$ cat src/rtl/ps2_key_ctrl.sv
`default_nettype none
// ============================================================================
// Module   : ps2_key_ctrl
// Brief    : Turns PS/2 scan bytes into key events (E0/F0 prefixes, Shift,
//            Caps Lock, repeat suppression) queued in a valid/ready FIFO.
// Revision : 1.0 - initial release
// ============================================================================
module ps2_key_ctrl #(
    parameter int DEPTH     = 8,
    parameter int BREAK_EN  = 0,
    parameter int REPEAT_EN = 0
) (
    input  logic        clk,
    input  logic        resetn,
    input  logic        i_byte_valid,
    input  logic [7:0]  i_byte_data,
    input  logic        i_frame_err,
    output logic        o_ev_valid,
    input  logic        i_ev_ready,
    output logic [10:0] o_ev_data,
    output logic        o_shift,
    output logic        o_caps,
    output logic        o_ovf,
    input  logic        i_ovf_clr,
    output logic [7:0]  o_err_cnt
);

    localparam int c_AW = $clog2(DEPTH);

    localparam logic [1:0] c_IDLE    = 2'b00;
    localparam logic [1:0] c_EXT     = 2'b01;
    localparam logic [1:0] c_BRK     = 2'b10;
    localparam logic [1:0] c_EXT_BRK = 2'b11;

    logic [1:0]      r_state;
    logic [1:0]      w_state_nxt;
    logic [7:0]      r_held;
    logic            r_shift;
    logic            r_caps;
    logic            r_ovf;
    logic [7:0]      r_err_cnt;
    logic [10:0]     r_mem [DEPTH];
    logic [c_AW:0]   r_wr_ptr;
    logic [c_AW:0]   r_rd_ptr;

    logic            w_is_e0;
    logic            w_is_f0;
    logic            w_ext;
    logic            w_brk;
    logic            w_evt;
    logic            w_is_shift;
    logic            w_is_caps;
    logic            w_repeat;
    logic            w_push_req;
    logic [10:0]     w_ev_word;
    logic            w_empty;
    logic            w_full;
    logic            w_pop;
    logic            w_push;
    logic            w_drop;

    assign w_is_e0 = (i_byte_data == 8'hE0);
    assign w_is_f0 = (i_byte_data == 8'hF0);
    assign w_ext   = (r_state == c_EXT) || (r_state == c_EXT_BRK);
    assign w_brk   = (r_state == c_BRK) || (r_state == c_EXT_BRK);
    // Any non-prefix byte closes the current sequence, whatever the state.
    assign w_evt   = i_byte_valid && !i_frame_err && !w_is_e0 && !w_is_f0;

    always_comb begin
        w_state_nxt = r_state;
        if (i_frame_err) begin
            w_state_nxt = c_IDLE;
        end else if (i_byte_valid) begin
            case (r_state)
                c_IDLE: begin
                    if (w_is_e0)      w_state_nxt = c_EXT;
                    else if (w_is_f0) w_state_nxt = c_BRK;
                    else              w_state_nxt = c_IDLE;
                end
                c_EXT: begin
                    if (w_is_f0)      w_state_nxt = c_EXT_BRK;
                    else if (w_is_e0) w_state_nxt = c_EXT;
                    else              w_state_nxt = c_IDLE;
                end
                default: begin
                    if (!w_is_e0 && !w_is_f0) w_state_nxt = c_IDLE;
                end
            endcase
        end
    end

    assign w_is_shift = !w_ext && ((i_byte_data == 8'h12) || (i_byte_data == 8'h59));
    assign w_is_caps  = !w_ext && (i_byte_data == 8'h58);
    assign w_repeat   = (REPEAT_EN == 0) && (i_byte_data == r_held);
    assign w_push_req = w_evt && !w_is_shift && !w_is_caps &&
                        (w_brk ? (BREAK_EN != 0) : !w_repeat);
    assign w_ev_word  = {r_shift ^ r_caps, w_ext, w_brk, i_byte_data};

    // Extra MSB on the pointers tells a full FIFO from an empty one.
    assign w_empty = (r_wr_ptr == r_rd_ptr);
    assign w_full  = ((r_wr_ptr ^ r_rd_ptr) == {1'b1, {c_AW{1'b0}}});
    assign w_pop   = !w_empty && i_ev_ready;
    assign w_push  = w_push_req && (!w_full || w_pop);
    assign w_drop  = w_push_req && !w_push;

    always_ff @(posedge clk) begin
        if (!resetn) begin
            r_state   <= c_IDLE;
            r_held    <= 8'h00;
            r_shift   <= 1'b0;
            r_caps    <= 1'b0;
            r_ovf     <= 1'b0;
            r_err_cnt <= 8'h00;
            r_wr_ptr  <= '0;
            r_rd_ptr  <= '0;
        end else begin
            r_state <= w_state_nxt;
            if (i_frame_err && (r_err_cnt != 8'hFF))
                r_err_cnt <= r_err_cnt + 8'd1;
            if (w_evt) begin
                if (w_is_shift) begin
                    r_shift <= !w_brk;
                end else if (w_is_caps) begin
                    if (w_brk) begin
                        r_held <= 8'h00;
                    end else begin
                        if (r_held != 8'h58) r_caps <= !r_caps;
                        r_held <= 8'h58;
                    end
                end else if (w_brk) begin
                    if (i_byte_data == r_held) r_held <= 8'h00;
                end else if (!w_repeat) begin
                    r_held <= i_byte_data;
                end
            end
            if (w_push) r_wr_ptr <= r_wr_ptr + (c_AW+1)'(1);
            if (w_pop)  r_rd_ptr <= r_rd_ptr + (c_AW+1)'(1);
            if (w_drop)
                r_ovf <= 1'b1;
            else if (i_ovf_clr)
                r_ovf <= 1'b0;
        end
    end

    always_ff @(posedge clk) begin
        if (w_push) r_mem[r_wr_ptr[c_AW-1:0]] <= w_ev_word;
    end

    assign o_ev_valid = !w_empty;
    assign o_ev_data  = w_empty ? 11'd0 : r_mem[r_rd_ptr[c_AW-1:0]];
    assign o_shift    = r_shift;
    assign o_caps     = r_caps;
    assign o_ovf      = r_ovf;
    assign o_err_cnt  = r_err_cnt;

endmodule
`default_nettype wire

$ cat config.mk
export PLATFORM = sky130hd
export DESIGN_NAME = ps2_key_ctrl
export DESIGN_NICKNAME = d
export VERILOG_FILES = /design/src/rtl/ps2_key_ctrl.sv
export SDC_FILE = /design/constraint.sdc
export NUM_CORES = 1
export LEC_CHECK = 0
export CORE_MARGIN = 1.5
export CORE_UTILIZATION = 25
export DETAILED_ROUTE_END_ITERATION = 16
export GPL_TIMING_DRIVEN = 0
export PLACE_DENSITY = 0.4
export SYNTH_ARGS = -nofsm -noshare
export SYNTH_HDL_FRONTEND = slang
export SYNTH_SLANG_ARGS = --single-unit
$ cat constraint.sdc
create_clock -name clk -period 3 [get_ports clk]
set_input_delay 0.3 -clock clk [delete_from_list [all_inputs] [get_ports clk]]
set_output_delay 0.3 -clock clk [all_outputs]
set_load 0.02 [all_outputs]
==> metrics.log <==
INFO  metric result_of_the_run = finished, final reports clean
INFO  metric synth_largest_area_cell = edfxtp_1
INFO  metric detail_route.drc_violations = 0
INFO  metric postLayoutCellArea = 6459 um^2
INFO  metric place_congestion = 0.7119
INFO  metric clockBufferDepth = 2
INFO  metric tritoncts = done
INFO  metric transition_time_at_the_pin_with_the_least_slew_margin = 845.8 ps
INFO  metric drv_slew = 0
INFO  metric timing_worst_setup_path_type = flop to output port
INFO  metric grt_start_max_net_pins = 17
INFO  metric holdCritStartpoint = r_wr_ptr[3]
INFO  metric worst-endpoint-required = 2700 ps
INFO  metric via_count_of_the_first_global_routing_pass = 3047
INFO  metric post_synth_main_area_contributors = edfxtp_1, dfxtp_1, mux4_2
INFO  metric port-buffer-count = 35
INFO  metric path_cells = buf_4, mux4_2, mux2i_1, nor2_1, clkdlybuf4s50_1
INFO  metric dieArea = 20950 um^2
INFO  metric predominant_post_synthesis_flop_cell = edfxtp_1
INFO  metric crit_slowest_cell = clkdlybuf4s50_1
INFO  metric max-vdd-ir-drop = 0.0003832 V
INFO  metric post_drt_wl_per_cell = 17.65 um
INFO  metric dpl.cell_count = 628
INFO  metric growth_of_design_area_from_synthesis_to_finish = 28.57%
INFO  metric design.portCount = 37
INFO  metric total_placed_instance_area = 5779 um^2
INFO  metric synth.avg_cell_area = 15.50 um^2
INFO  metric synth_enable_flop_cells = 88
INFO  metric clk_pin_slew_worst_paths = 60 ps
INFO  metric maxCapViolCount = 0
INFO  metric worstSkewPairLatency = 410 ps
INFO  metric totalWireLength = 11.70 mm
INFO  metric post_synthesis_net_count = 341
INFO  metric hold_path_class = flop to flop
INFO  metric core = 19590 um^2
INFO  metric net_count_reported_at_finish = 402
INFO  metric initial_antenna_violation_count = 0
INFO  metric power.static_leakage = 2.070 nW
INFO  metric initialDrtViolationCount = 141
INFO  metric grt_first_pass_wirelength = 17.91 mm
INFO  metric clock-root-buffer = clkbuf_16
INFO  metric synthDominantCellAreaShare = 0.5260
INFO  metric floorplan.rows = 51
INFO  metric critPathBufInv = 2
INFO  metric path_max_fanout = 10
INFO  metric cts_inserted_buffers = 17
INFO  metric synth.top_cells.by_count = edfxtp_1, dfxtp_1, mux4_2
INFO  metric finalCritPeriodShare = 0.9328
INFO  metric final_critical_path_setup_slack = 201.7 ps
INFO  metric total_via_count_after_detailed_routing = 2945
INFO  metric die_w = 144.8 um
INFO  metric count_of_final_hold_check_violations = 0
INFO  metric detail_route.vias_per_cell = 4.442
INFO  metric syn_area = 5024 um^2
INFO  metric pre_cts_slack = -620.5 ps
INFO  metric post_route_cells_drive_above_1_share = 0.2161
INFO  metric crit_path_leading_delay_family = buffers and inverters
INFO  metric cpPeakStageDelay = 540 ps
INFO  metric clock-sinks = 120
INFO  metric yosys_warnings = 0
INFO  metric dp_hpwl = 7.630 mm
INFO  metric arrival = 2500 ps
INFO  metric fin_clk_skew = 6.349 ps
INFO  metric insertedDiodeCount = 0
INFO  metric setup_viol = 0
INFO  metric finalCoreUtilization = 0.3297
INFO  metric synth_sequential_area_ratio = 0.6535
INFO  metric globalRouteOverflowTotal = 0
INFO  metric final_cells = 663
INFO  metric first_pass_iters = 5
INFO  metric floorplan.initialDensity = 0.2564
INFO  metric unrepaired_setup_endpoints_after_global_routing = false
INFO  metric reg_to_reg_startpoint = r_wr_ptr[0]
INFO  metric synth_cells = 324
INFO  metric synth.lib_cells_used.distinct = 47
INFO  metric post_route_minimum_period = 2798 ps
INFO  metric grt_usage = 0.1228
INFO  metric drtAntennaViolNets = 0
INFO  metric worst_setup_path_end_kind = output port
INFO  metric worstSetupStartpointType = flop
INFO  metric slew-limit-headroom = 0.4309
INFO  metric power_per_cell_area = 690.1 nW/um^2
INFO  metric synth.ff_latch_count = 120
INFO  metric ctsHtreeMaxLevel = 4
INFO  metric dieHeight = 144.8 um
INFO  metric max_freq = 357.4 MHz
INFO  metric hold_fix_buffers_at_cts = 0
INFO  metric yosys.cell_count.top_type = edfxtp_1
INFO  metric async_reset_ff_frac = 0
## registers in the layout (all words and copies together) (netlist names), named ones only
| register | cells |
|---|---|
| r_held | 8 |
| r_state | 2 |
| o_ovf | 1 |
| r_mem | 88 |
| o_caps | 1 |
| o_shift | 1 |
| o_err_cnt | 8 |
| r_wr_ptr | 4 |
| r_rd_ptr | 4 |
## what timing repair did
action                                  in CTS  in global routing
pin swaps                                    2                  0
endpoints found under the setup margin      73                 73
gates resized for setup                     13                  4
setup buffers                                2                  1
## cell families after synthesis
logic type / after synthesis / synth area share
adders and majority gates: 3 / 0.007473
muxes: 37 / 0.1285
DFF: 120 / 0.6535
AOI/OAI and AO/OA: 26 / 0.03910
and+or+nand+nor: 99 / 0.1173
buffers and inverters: 16 / 0.01395
xor gates and xnor gates: 23 / 0.04010
## stage by stage
stage	hold slack [ps]	total power [mW]	TNS [ps]
after detailed placement	477.8	2.372	-38800
after global routing	522.5	4.632	0
after floorplan	398.9	2.160	0
after CTS	485.8	4.522	0
final	484.8	4.457	0
after global placement	472.7	2.363	-95950
## final timing paths
kind,slack [ps],endpoint,cells after the start
max,200,o_ev_data[3],5
min,480,r_wr_ptr[3],2
max reg2reg,730,r_mem[5][9],6
min reg2reg,480,r_wr_ptr[3],2
## cell usage in the layout, fill, tap and decap left out, types with 4 or more instances in the layout
cell / n
mux4_2: 22
dfxtp_1: 32
bufinv_16: 4
clkinvlp_4: 4
a22o_1: 8
nand2b_1: 4
nand4_1: 6
clkinv_4: 4
mux2i_1: 15
nand3_1: 8
and2_1: 13
clkbuf_2: 5
xnor2_1: 20
buf_4: 7
clkbuf_1: 5
nor2_1: 21
edfxtp_1: 88
nand2_1: 14
clkbuf_16: 17
clkdlybuf4s50_1: 34
## routing by layer
| metal | GRT usage | up-vias | part of all wire |
|---|---|---|---|
| met4 | 0.05848 | 0 | 0.017 |
| met2 | 0.1980 | 56 | 0.48 |
| met3 | 0.02929 | 13 | 0.032 |
| met5 | 0 | - | 0 |
| li1 | - | 1386 | - |
| met1 | 0.1553 | 1490 | 0.47 |
## final cells by class
class | instances | area (um^2)
inverter | 2 | 7.507
clock buffer | 17 | 425.4
tap | 265 | 331.6
clock inverter | 15 | 202.7
fill | 1949 | 13130
multi-input combinational | 188 | 1722
sequential | 120 | 3283
buffer | 14 | 77.57
timing repair buffer | 42 | 409.1
## power by group
group | switching [mW] | total, mW | internal (mW)
clock network | 0.737 | 2.13 | 1.39
registers | 0.0243 | 1.83 | 1.81
logic | 0.261 | 0.499 | 0.238
total | 1.02 | 4.46 | 3.43
## worst register-to-register path: cells and delay by family (launching register included)
kind                      cells  cell delay, ps
buffers and inverters         1             240
DFF                           1             340
xor gates and xnor gates      1             110
and+or+nand+nor               4            1230
Power figures use the tool's default switching activity.
